**config.mk**
```make
export PLATFORM = sky130hd
export DESIGN_NAME = mem_access_unit
export DESIGN_NICKNAME = d
export VERILOG_FILES = /design/src/rtl/mem_access_unit.sv
export SDC_FILE = /design/constraint.sdc
export NUM_CORES = 1
export LEC_CHECK = 0
export CORE_AREA = 2 2 124 126
export DETAILED_ROUTE_END_ITERATION = 10
export DIE_AREA = 0 0 126 128
export PLACE_DENSITY = 0.75
export RECOVER_POWER = 50
export SLEW_MARGIN = 20
export SYNTH_ARGS = -nofsm -noshare
export SYNTH_HDL_FRONTEND = slang
export SYNTH_SLANG_ARGS = --single-unit
export TNS_END_PERCENT = 100
```
**constraint.sdc**
```tcl
create_clock -name clk -period 4.38 [get_ports clk]
set_clock_uncertainty 0.1 [all_clocks]
set_input_delay 1.095 -clock clk [delete_from_list [all_inputs] [get_ports clk]]
set_output_delay 1.095 -clock clk [all_outputs]
set_load 0.01 [all_outputs]
```
**src/rtl/mem_access_unit.sv**
```systemverilog
// Data-memory access stage: issues one load/store on a req/ack bus,
// stalls until ack, and reports misaligned, unsupported and timed-out accesses.
module mem_access_unit #(
    parameter int TIMEOUT = 255,
    parameter int CNT_W   = 8
) (
    input  logic        clk,
    input  logic        rst,
    input  logic        ex_valid,
    input  logic        ex_load,
    input  logic        ex_store,
    input  logic [2:0]  ex_funct3,
    input  logic [31:0] ex_addr,
    input  logic [31:0] ex_wdata,
    output logic        stall,
    output logic        mem_req,
    output logic        mem_we,
    output logic [31:0] mem_addr,
    output logic [3:0]  mem_wstrb,
    output logic [31:0] mem_wdata,
    input  logic        mem_ack,
    input  logic [31:0] mem_rdata,
    output logic        ld_valid,
    output logic [2:0]  ld_funct3,
    output logic [31:0] ld_data,
    output logic        fault,
    output logic [1:0]  fault_cause
);

    typedef enum logic {IDLE, BUSY} state_t;

    localparam logic [CNT_W-1:0] CNT_MAX = CNT_W'(TIMEOUT - 1);

    state_t           state, state_n;
    logic [CNT_W-1:0] cnt, cnt_n;
    logic [1:0]       off, off_n;
    logic [2:0]       f3, f3_n;

    logic        req_n, we_n, ldv_n, fault_n;
    logic [31:0] addr_n, wdata_n, ldd_n;
    logic [3:0]  wstrb_n;
    logic [2:0]  ldf3_n;
    logic [1:0]  cause_n;

    logic op, unsup, mis, to_hit;

    assign op = ex_valid & (ex_load | ex_store);

    // Loads allow 000/001/010/100/101; stores only 000/001/010.
    assign unsup = ex_load
        ? ((ex_funct3 == 3'b011) | (ex_funct3 == 3'b110) | (ex_funct3 == 3'b111))
        : (ex_funct3[2] | (ex_funct3[1:0] == 2'b11));

    assign mis = ((ex_funct3[1:0] == 2'b01) & ex_addr[0])
               | ((ex_funct3[1:0] == 2'b10) & (ex_addr[1:0] != 2'b00));

    assign to_hit = (cnt == CNT_MAX);

    always_comb begin
        state_n = state;
        cnt_n   = cnt;
        off_n   = off;
        f3_n    = f3;
        req_n   = mem_req;
        we_n    = mem_we;
        addr_n  = mem_addr;
        wstrb_n = mem_wstrb;
        wdata_n = mem_wdata;
        ldv_n   = 1'b0;
        ldf3_n  = ld_funct3;
        ldd_n   = ld_data;
        fault_n = 1'b0;
        cause_n = 2'b00;
        stall   = 1'b0;
        unique case (state)
            IDLE: begin
                if (op) begin
                    if (unsup) begin
                        fault_n = 1'b1;
                        cause_n = 2'b10;
                    end else if (mis) begin
                        fault_n = 1'b1;
                        cause_n = 2'b01;
                    end else begin
                        stall   = 1'b1;
                        state_n = BUSY;
                        cnt_n   = '0;
                        req_n   = 1'b1;
                        we_n    = ex_store;
                        addr_n  = {ex_addr[31:2], 2'b00};
                        off_n   = ex_addr[1:0];
                        f3_n    = ex_funct3;
                        wstrb_n = 4'b0000;
                        wdata_n = 32'h0;
                        if (ex_store) begin
                            unique case (ex_funct3[1:0])
                                2'b00: begin
                                    wstrb_n = 4'b0001 << ex_addr[1:0];
                                    wdata_n = {4{ex_wdata[7:0]}};
                                end
                                2'b01: begin
                                    wstrb_n = 4'b0011 << ex_addr[1:0];
                                    wdata_n = {2{ex_wdata[15:0]}};
                                end
                                default: begin
                                    wstrb_n = 4'b1111;
                                    wdata_n = ex_wdata;
                                end
                            endcase
                        end
                    end
                end
            end
            BUSY: begin
                // The final timeout cycle releases the pipeline along with the bus.
                stall = ~mem_ack & ~to_hit;
                if (mem_ack) begin
                    req_n   = 1'b0;
                    state_n = IDLE;
                    if (!mem_we) begin
                        ldv_n  = 1'b1;
                        ldd_n  = mem_rdata >> {off, 3'b000};
                        ldf3_n = f3;
                    end
                end else if (to_hit) begin
                    req_n   = 1'b0;
                    state_n = IDLE;
                    fault_n = 1'b1;
                    cause_n = 2'b11;
                end else begin
                    cnt_n = cnt + CNT_W'(1);
                end
            end
        endcase
    end

    always_ff @(posedge clk or posedge rst) begin
        if (rst) begin
            state       <= IDLE;
            cnt         <= '0;
            off         <= 2'b00;
            f3          <= 3'b000;
            mem_req     <= 1'b0;
            mem_we      <= 1'b0;
            mem_addr    <= 32'h0;
            mem_wstrb   <= 4'b0000;
            mem_wdata   <= 32'h0;
            ld_valid    <= 1'b0;
            ld_funct3   <= 3'b000;
            ld_data     <= 32'h0;
            fault       <= 1'b0;
            fault_cause <= 2'b00;
        end else begin
            state       <= state_n;
            cnt         <= cnt_n;
            off         <= off_n;
            f3          <= f3_n;
            mem_req     <= req_n;
            mem_we      <= we_n;
            mem_addr    <= addr_n;
            mem_wstrb   <= wstrb_n;
            mem_wdata   <= wdata_n;
            ld_valid    <= ldv_n;
            ld_funct3   <= ldf3_n;
            ld_data     <= ldd_n;
            fault       <= fault_n;
            fault_cause <= cause_n;
        end
    end

endmodule

```
==> flow_summary_export.csv, run 1 <==
group,metric,value,unit
cells_and_area,seq_area,3029,sq um
status,violations,"max-capacitance violations, max-slew violations",
synth,synth_ff_type,"dfrtp_1",
clocking,clk-insertion-delay-late,0.41,ns
synth,synth-edff-count,0,
power_and_ir_drop,peakVddDrop,0.2986,mV
floorplanning,dieHeight,128,um
critical_path,path_buf_inv,2,
sta,drv_slew,95,
drt,drt-total-wl,16330,um
hold_path,hold_depth,2,
critical_path,endpoint_kind,"output pin",
place,pre_cts_slack,0.2864,ns
sta,tightest_slew,1.884,ns
cells_and_area,n_antenna_cell,0,
place,place_congestion,0.8931,
cells_and_area,fin_area,8576,sq um
hold_path,min_to,"ld_data[24]$_DFFE_PP0P_",
critical_path,worstReg2RegEnd,"mem_addr[22]$_DFFE_PP0P_",
clocking,htree_levels,4,
clocking,cts_buffers,17,
critical_path,crit_chain,"dlygate4sd3_1 > nor2_1 > a32oi_1 > o21ai_0 > clkdlybuf4s50_1",
synth,netlist_area,5777,sq um
sta,rsz0062_at_grt,"false",
job,drv_cap,2,
clocking,postCtsHoldBufs,0,
critical_path,crit_family,"buffers and inverters",
grt,grt_pass1_vias,4988,
drt,vias,4883,
clocking,cts.sinks,121,
critical_path,cp.arrival,2.89,ns
sta,fin_tns_setup,0,ns
drt,vias_per_cell,5.195,
grt,gr-total-overflow,0,
critical_path,reg2reg_depth,6,
clocking,cts_resized,0,
power_and_ir_drop,p_per_area,525.0,nW/um^2
drt,ant_nets,0,
hold_path,hold_start,"ld_data[24]$_DFFE_PP0P_",
synth,yosysUniqueCellTypes,42,
synth,synthArstFlopShare,100.0,%
grt,track_usage,20.10,%
place,port_buffers,212,
power_and_ir_drop,p_leak,3.608,nW
sta,hold_violations,0,
critical_path,critical_path_required,3.18,ns
cells_and_area,fill_cells,1291,
floorplanning,ios,215,
cells_and_area,drive_gt1_share,13.83,%
drt,drc,0,
clocking,cts_setup_buffers,0,
sta,max_freq,244.6,MHz
critical_path,cp_slowest_cell,"clkdlybuf4s50_1",
critical_path,r2r-start,"state$_DFF_PP0_",
synth,ys_warn_count,0,
place,dp_hpwl,11780,um
cells_and_area,final_cell_mix,"196 x clkdlybuf4s50_1, 120 x dfrtp_1, 79 x nand2_1",
clocking,ctsRootBufferMaster,"clkbuf_16",
floorplanning,core_area,14860,sq um
cells_and_area,multi_input_comb_area,2494,sq um
drt,wl_per_cell,17.37,um
cells_and_area,fin_nets,847,
critical_path,r2r_slack,1.53,ns
sta,post-route-min-period,4.088,ns
sta,finalSetupViolCount,0,
cells_and_area,final_common_cell,"clkdlybuf4s50_1",
sta,worst_slack,0.2924,ns
power_and_ir_drop,finalPower,0.004502,W
critical_path,critPathLaunchType,"primary input",
grt,grt_pass1_wl,25510,um
sta,fin_crit_sh,93.32,%
floorplanning,rows,45,
status,status,"finished with violations",
critical_path,path_max_fanout,3,
place,place_area,8034,sq um
clocking,path_clk_slew,0.05,ns
synth,synthCells,539,
floorplanning,start_util,38.86,%
clocking,clk_path_buf_depth,2,
critical_path,max_stage_delay,0.60,ns
clocking,cts_tree,"built",
synth,synth_top_cell_area_share,52.41,%
hold_path,hold_path.class,"reg2reg",
cells_and_area,area_delta_synth_final,48.45,%
sta,slew_headroom,-25.63,%
cells_and_area,stdcell_count,940,
grt,grt_max_degree,81,
synth,avgSynthCellArea,10.72,sq um
floorplanning,die_w,126,um
synth,ys_seq_elements,121,
drt,drt_iter0_markers,320,
drt,first_pass_iters,4,
place,dp_cells,909,
synth,synthTopCellsByArea,"dfrtp_1 52%, mux2_2 11%, o21ai_0 5.2%",
critical_path,critPathKind,"in2out",
floorplanning,dieArea,16130,sq um
synth,yosysSeqAreaShare,52.41,%
grt,grt_antenna_before_repair,0,
synth,yosysTopAreaCell,"dfrtp_1",
-- worst max path at each step --
stage / startpoint / endpoint / slack, ns / cells past startpoint
after CTS: ex_addr[0] / stall / 0.27 / 5
after floorplan: ex_funct3[0] / stall / 1.17 / 5
final: ex_funct3[0] / stall / 0.29 / 5
after global placement: ex_addr[0] / stall / 0.31 / 5
after detailed placement: ex_addr[0] / stall / 0.29 / 5
after global routing: ex_funct3[0] / stall / 0.17 / 5
-- stage by stage --
step / utilization (%) / hold WS (ns)
floorplan: - / 0.3348
global placement: 54.05 / 0.3603
detailed placement: 54.05 / 0.3708
CTS: 57.96 / 0.3821
global route: 57.69 / 0.3998
finish: 57.69 / 0.3734
-- cells in the mapped netlist, types with 2 or more instances --
master    count
o31ai_1      37
nor2_1       19
nand3_1       3
mux2_2       58
ha_1          2
nand2_1      79
buf_2        14
xor2_1        2
buf_4         4
buf_6         4
mux2i_1      26
nor2b_1      10
a21boi_0      9
a211oi_1      8
o211ai_1     10
clkbuf_1     21
nand3b_1      3
inv_1         5
o21ai_0      60
mux2_4        2
dfrtp_1     121
a21oi_1      20
nand2b_1      3
-- metal layers --
| layer | share of wire [%] | up-vias | global-route usage (%) |
|---|---|---|---|
| met1 | 40 | 2377 | 23.52 |
| met4 | 1.5 | 0 | 6.076 |
| met2 | 51 | 165 | 34.28 |
| met3 | 7.6 | 19 | 7.846 |
| li1 | - | 2322 | - |
| met5 | 0 | - | 0 |
-- sequential cells by signal (all words and copies together), names as in the netlist --
name and cells:
mem_we 1, fault_cause 2, fault 1, mem_wstrb 4, ld_funct3 3, state 1, mem_wdata 32, mem_addr 30
ld_valid 1, cnt 8, f3 3, mem_req 1, off 2, ld_data 32
-- power breakdown --
part | internal [W] | total (W) | switching (W)
clock network | 0.000866 | 0.00137 | 0.000503
registers | 0.00144 | 0.00166 | 0.000220
logic | 0.000853 | 0.00147 | 0.000621
total | 0.00316 | 0.00450 | 0.00134
-- cells by family (layout without fill, tap and decap cells) --
group / after synthesis / in the layout / share of synthesized area [%]
other: 1 / 2 / 0.06491
buffers and inverters: 50 / 262 / 4.353
XOR/XNOR: 3 / 3 / 0.4549
AO/OA/AOI/OAI: 150 / 150 / 16.22
AND/OR/NAND/NOR: 125 / 125 / 9.530
multiplexers: 87 / 87 / 16.53
adder cells (fa/ha/maj): 2 / 2 / 0.4331
flip-flops: 121 / 121 / 52.41
-- layout make-up --
class	instances	share of cell area (%)
clock inverter	10	1.415
sequential	121	35.32
inverter	6	0.2772
tap	188	2.743
clock buffer	21	5.369
multi-input combinational	369	29.08
timing repair buffer	225	25.80
-- tightest hold or removal path, delay by kind of cell, from the launching register on --
| family | cells | cell delay [ns] |
|---|---|---|
| flops | 1 | 0.33 |
| compound gates | 1 | 0.06 |
| simple gates | 1 | 0.05 |
(Power assumes the default switching activity.)
==> run 2, diff against run 1 <==
- GPL_ROUTABILITY_DRIVEN: unset -> 0
==> results of run 2 <==
Final layout, timing and power as in run 1 (identical DEF).
==> RTL change 1 (flow settings as in run 1) <==
`CNT_W`: 8 -> 6.
--- a/src/rtl/mem_access_unit.sv
+++ b/src/rtl/mem_access_unit.sv
@@ -4,3 +4,3 @@
     parameter int TIMEOUT = 255,
-    parameter int CNT_W   = 8
+    parameter int CNT_W   = 6
 ) (
Formal check against the unedited RTL: no difference found for any inputs over 4 cycles, from zero or initial values and one cycle with rst high; that may be too few to reach the edited logic, so the function may still have changed.
==> RTL change 1 against run 1 <==
  * The run still ends with max-capacitance violations, max-slew violations left
  * Area after synthesis grew 0.50%
  * Non-clock buffer count grew 5
  * Cell area grew 1.4%
  * Sequential cell count shrank 2
  * Maximum frequency shrank 2.2%
  * Routed wire length grew 5.7%
  * Power grew 5.5%
  * Worst setup slack lost 0.092 ns
==> RTL change 1: results (changes against run 1) <==
** Worst setup path
- WP data arrival :: 2.98 ns (was 2.89 ns)
- Path depth of the worst reg2reg path :: 5 (was 6)
- The worst-path maximum fanout came to 6 (was 3).
- The largest stage delay on the critical path is 0.62 ns (was 0.60 ns).

** Status
- Violated checks :: max-capacitance violations, max-slew violations (unchanged)
- Result of the run: complete, but fails checks (unchanged).

** Placed design
- The final weighted congestion in routability-driven placement came to 0.917 (was 0.893).
- The post-detailed-placement half-perimeter wirelength was 12400 um (was 11800 um).
- The cell count after placement came to 903 (was 909).

** GRT
- The via count of the first global-routing pass is 4917 (was 4988).
- The global-route wire length before repair was 27000 um (was 25500 um).
- Initial antenna violation count :: 1 (was 0)

** Clocking
- Number of sinks driven by the clock tree :: 119 (was 121)

** Route
- The met3 layer wire length in the routed design is 1590 um (was 1230 um).
- The detail-routed via count per cell is 5.25 (was 5.19).
- Met1 WL :: 7000 um (was 6490 um)
- Highest metal layer with signal wires :: met5 (was met4)
- The iteration-0 DRC count of the detailed router came to 342 (was 320).

** Finish
- The multi-input combinational area share was 29.7% (was 29.1%).
- Fraction of area in clock buffers and inverters :: 7.31% (was 6.78%)
- Final cell count without fillers :: 935 (was 940)
- Final-layout fill cell count :: 1225 (was 1291)
- The layout multi-input combinational cell count came to 360 (was 369).
- Clock tree buffer count of the final layout :: 20 (was 21)
- The count of non-CTS buffers in the layout came to 230 (was 225).

** Min path
- The worst-case hold path end point is ld_data[28] (was ld_data[24]).
- The beginning of the worst hold path was ld_data[28] (was ld_data[24]).

** Timing
- Worst slew margin :: -49.6% (was -25.6%)
- The number of pins exceeding their max-slew limit in the final report was 172 (was 95).

** Power
- The worst-case vdd ir drop came to 0.000289 V (was 0.000299 V).
- Total net switching power :: 1.40 mW (was 1.34 mW)

** Logic synthesis
- The post-synthesis share of cell area spent on xor and xnor gates was 0.151% (was 0.455%).
- Share of the synthesized area in compound gates (AO/OA/AOI/OAI) :: 16.0% (was 16.2%)
- Most frequent cells after synthesis: dfrtp_1 (119), nand2_1 (80), o21ai_0 (58), mux2_4 (40), o31ai_1 (36) (was dfrtp_1 (121), nand2_1 (79), o21ai_0 (60), mux2_2 (58), o31ai_1 (37)).
- The number of unique standard cell types used by synthesis came to 38 (was 42).

** Flow run
- Max-cap violation count :: 3 (was 2)
-- RTL change 1: cell types whose count changed after synthesis, sizes merged, moves of 2 or more --
cell and delta:
nand2b -2, o21a +2, dfrtp -2, buf -3, clkbuf +4
-- RTL change 1: per-stage QoR --
step | power, mW | utilization (%) | hold WS, ns | setup WS (ns) | instance area [sq um]
finish | 4.75 | 58.5 | 0.381 | 0.200 | 8690
global route | 4.99 | 58.5 | 0.401 | 0.117 | 8690
CTS | 4.81 | 58.7 | 0.382 | 0.216 | 8720
detailed placement | 3.27 | 54.4 | 0.371 | 0.243 | 8090
global placement | 3.22 | 54.4 | 0.360 | 0.315 | 8090
floorplan | 2.35 | - | 0.339 | 0.0275 | 5810
-- RTL change 1: worst max-delay path: cells and delay by family --
kind | cells | cell delay, ns
buffers and inverters | 2 | 1.14
AND/OR/NAND/NOR | 1 | 0.30
AO/OA/AOI/OAI | 2 | 0.45
==> RTL change 2 (config.mk and constraints of run 1) <==
Made on the original files. `mem_addr` no longer has a reset.
--- a/src/rtl/mem_access_unit.sv
+++ b/src/rtl/mem_access_unit.sv
@@ -144,3 +144,2 @@
             mem_we      <= 1'b0;
-            mem_addr    <= 32'h0;
             mem_wstrb   <= 4'b0000;
@@ -159,3 +158,2 @@
             mem_we      <= we_n;
-            mem_addr    <= addr_n;
             mem_wstrb   <= wstrb_n;
@@ -170,2 +168,6 @@
 
+    always_ff @(posedge clk) begin
+        mem_addr <= addr_n;
+    end
+
 endmodule
Behaviour: not the same (a bounded check fails within 4 cycles, from zero or initial values and one cycle with rst high).
==> RTL change 2 against run 1 <==
  * The flow still finishes with violations (max-capacitance violations, max-slew violations)
  * Global-route usage shrank 0.88 points
  * Count of clock-buffer cells in the layout is 3 higher
  * Clock power is 5% higher
  * Area after synthesis decreased by 3.2%
  * Combinational power is 14% lower
  * Die area did not move
  * Sequential share of layout area up 2.2 points
  * Sequential cell count is the same
  * Worst setup slack got worse by 0.0041 ns
  * Routed wire length fell by 3.7%
  * Maximum frequency shrank 0.10%
  * First-iteration DRC count down 21%
  * Cell area is 1.3% lower
  * Power down 5.4%
  * Largest cell class unchanged
  * Largest power group unchanged
==> RTL change 2: results (changes against run 1) <==
** Min path
- The worst-case hold path end point was ld_funct3[2] (was ld_data[24]).
- The beginning of the worst hold path was f3[2] (was ld_data[24]).

** Logic synthesis
- The synthesized-area fraction occupied by ao, oa, aoi and oai cells is 17.1% (was 16.2%).
- Leading cell types by total area after synthesis :: dfrtp_1 (41%), edfxtp_1 (16%), o21ai_0 (5.5%), nand2_1 (5.2%), o31ai_1 (4.8%) (was dfrtp_1 (52%), mux2_2 (11%), o21ai_0 (5.2%), nand2_1 (5.1%), o31ai_1 (4.8%))
- Most frequent cells after synthesis: dfrtp_1 (91), nand2_1 (77), o21ai_0 (62), o31ai_1 (36), edfxtp_1 (30) (was dfrtp_1 (121), nand2_1 (79), o21ai_0 (60), mux2_2 (58), o31ai_1 (37)).
- The number of unique standard cell types used by synthesis was 40 (was 42).
- Sequential element share of the synthesized area :: 56.8% (was 52.4%)
- The post-synthesis share of cell area spent on xor and xnor gates was 0.470% (was 0.455%).
- Share of flip-flops with an asynchronous set or reset :: 75.2% (was 100%)
- The number of enable-type register cells in the synthesized netlist came to 30 (was 0).
- Fraction of synthesized area in multiplexers :: 11.5% (was 16.5%)
- Synthesized-area fraction occupied by adder cells :: 0.447% (was 0.433%)

** Flow run
- The total of max-cap violations was 3 (was 2).

** Worst setup path
- The path depth of the worst reg2reg path is 4 (was 6).
- Start point of the critical path :: mem_ack (was ex_funct3[0])
- CP Max Fanout :: 8 (was 3)
- The register-to-register setup slack is 1.51 ns (was 1.53 ns).

** Power
- The leakage power of the design came to 3.43 nW (was 3.61 nW).
- Sequential share of power :: 36.7% (was 36.8%)
- VDD IR-drop max :: 0.000273 V (was 0.000299 V)
- The switching fraction of total power is 27.9% (was 29.9%).
- Internal :: 3.07 mW (was 3.16 mW)
- The power of the combinational group came to 1.26 mW (was 1.47 mW).

** Timing
- Maximum frequency from static timing analysis :: 0.244 GHz (was 0.245 GHz)
- Worst hold slack :: 0.372 ns (was 0.373 ns)
- Worst slew margin :: -34.5% (was -25.6%)
- Final max-slew violation count :: 142 (was 95)

** Route
- The iteration-0 DRC count of the detailed router came to 253 (was 320).
- The detail-routed via count per cell came to 5.14 (was 5.19).
- Wire per inst :: 17.3 um (was 17.4 um)

** Status
- Result of the run :: complete, but fails checks (unchanged)
- Violated checks :: max-capacitance violations, max-slew violations (unchanged)

** Placed design
- The post-detailed-placement half-perimeter wirelength is 11500 um (was 11800 um).
- Routability-driven placement congestion ratio :: 0.850 (was 0.893)
- Placed cell count :: 880 (was 909)
- Instance area at placement :: 7880 sq um (was 8030 sq um)
- Post-placement worst setup slack :: 0.330 ns (was 0.286 ns)

** GRT
- Global-route wire length before repair :: 24100 um (was 25500 um)
- The via count of the first global-routing pass came to 4480 (was 4988).
- Total Routing Usage GR :: 19.2% (was 20.1%)
- The largest net degree at the start of global routing came to 58 (was 81).

** Finish
- Nets :: 818 (was 847)
- The number of inserted filler cells in the final layout was 1252 (was 1291).
-- RTL change 2: cell count changes after synthesis, moves of 2 or more --
cell / delta
mux2_4: +9
buf_6: -2
nand2_1: -2
buf_2: -2
edfxtp_1: +30
nand2b_1: -2
o21ai_0: +2
mux2_2: -38
o211ai_1: -2
dfrtp_1: -30
clkbuf_1: +2
-- RTL change 2: cell type report --
cell class	instances	area, sq um	share of cell area, %
sequential	121	3180	37.6
timing repair buffer	226	2210	26.2
multi-input combinational	339	2200	26.0
clock buffer	24	503	5.94
tap	188	235	2.78
clock inverter	7	113	1.33
inverter	6	23.8	0.281
-- RTL change 2: per-layer routing --
metal	vias to the layer above	track usage (%)	routed length (um)
met2	194	30.6	7440
met3	19	5.80	1110
met5	-	0	0
li1	2241	-	-
met1	2232	24.8	6840
met4	0	7.50	327
-- RTL change 2: tightest hold or removal path, cell delays in order, from the launching register on --
cell,delay (ns)
dfrtp_1,0.34
nand2_1,0.05
nand2_1,0.05
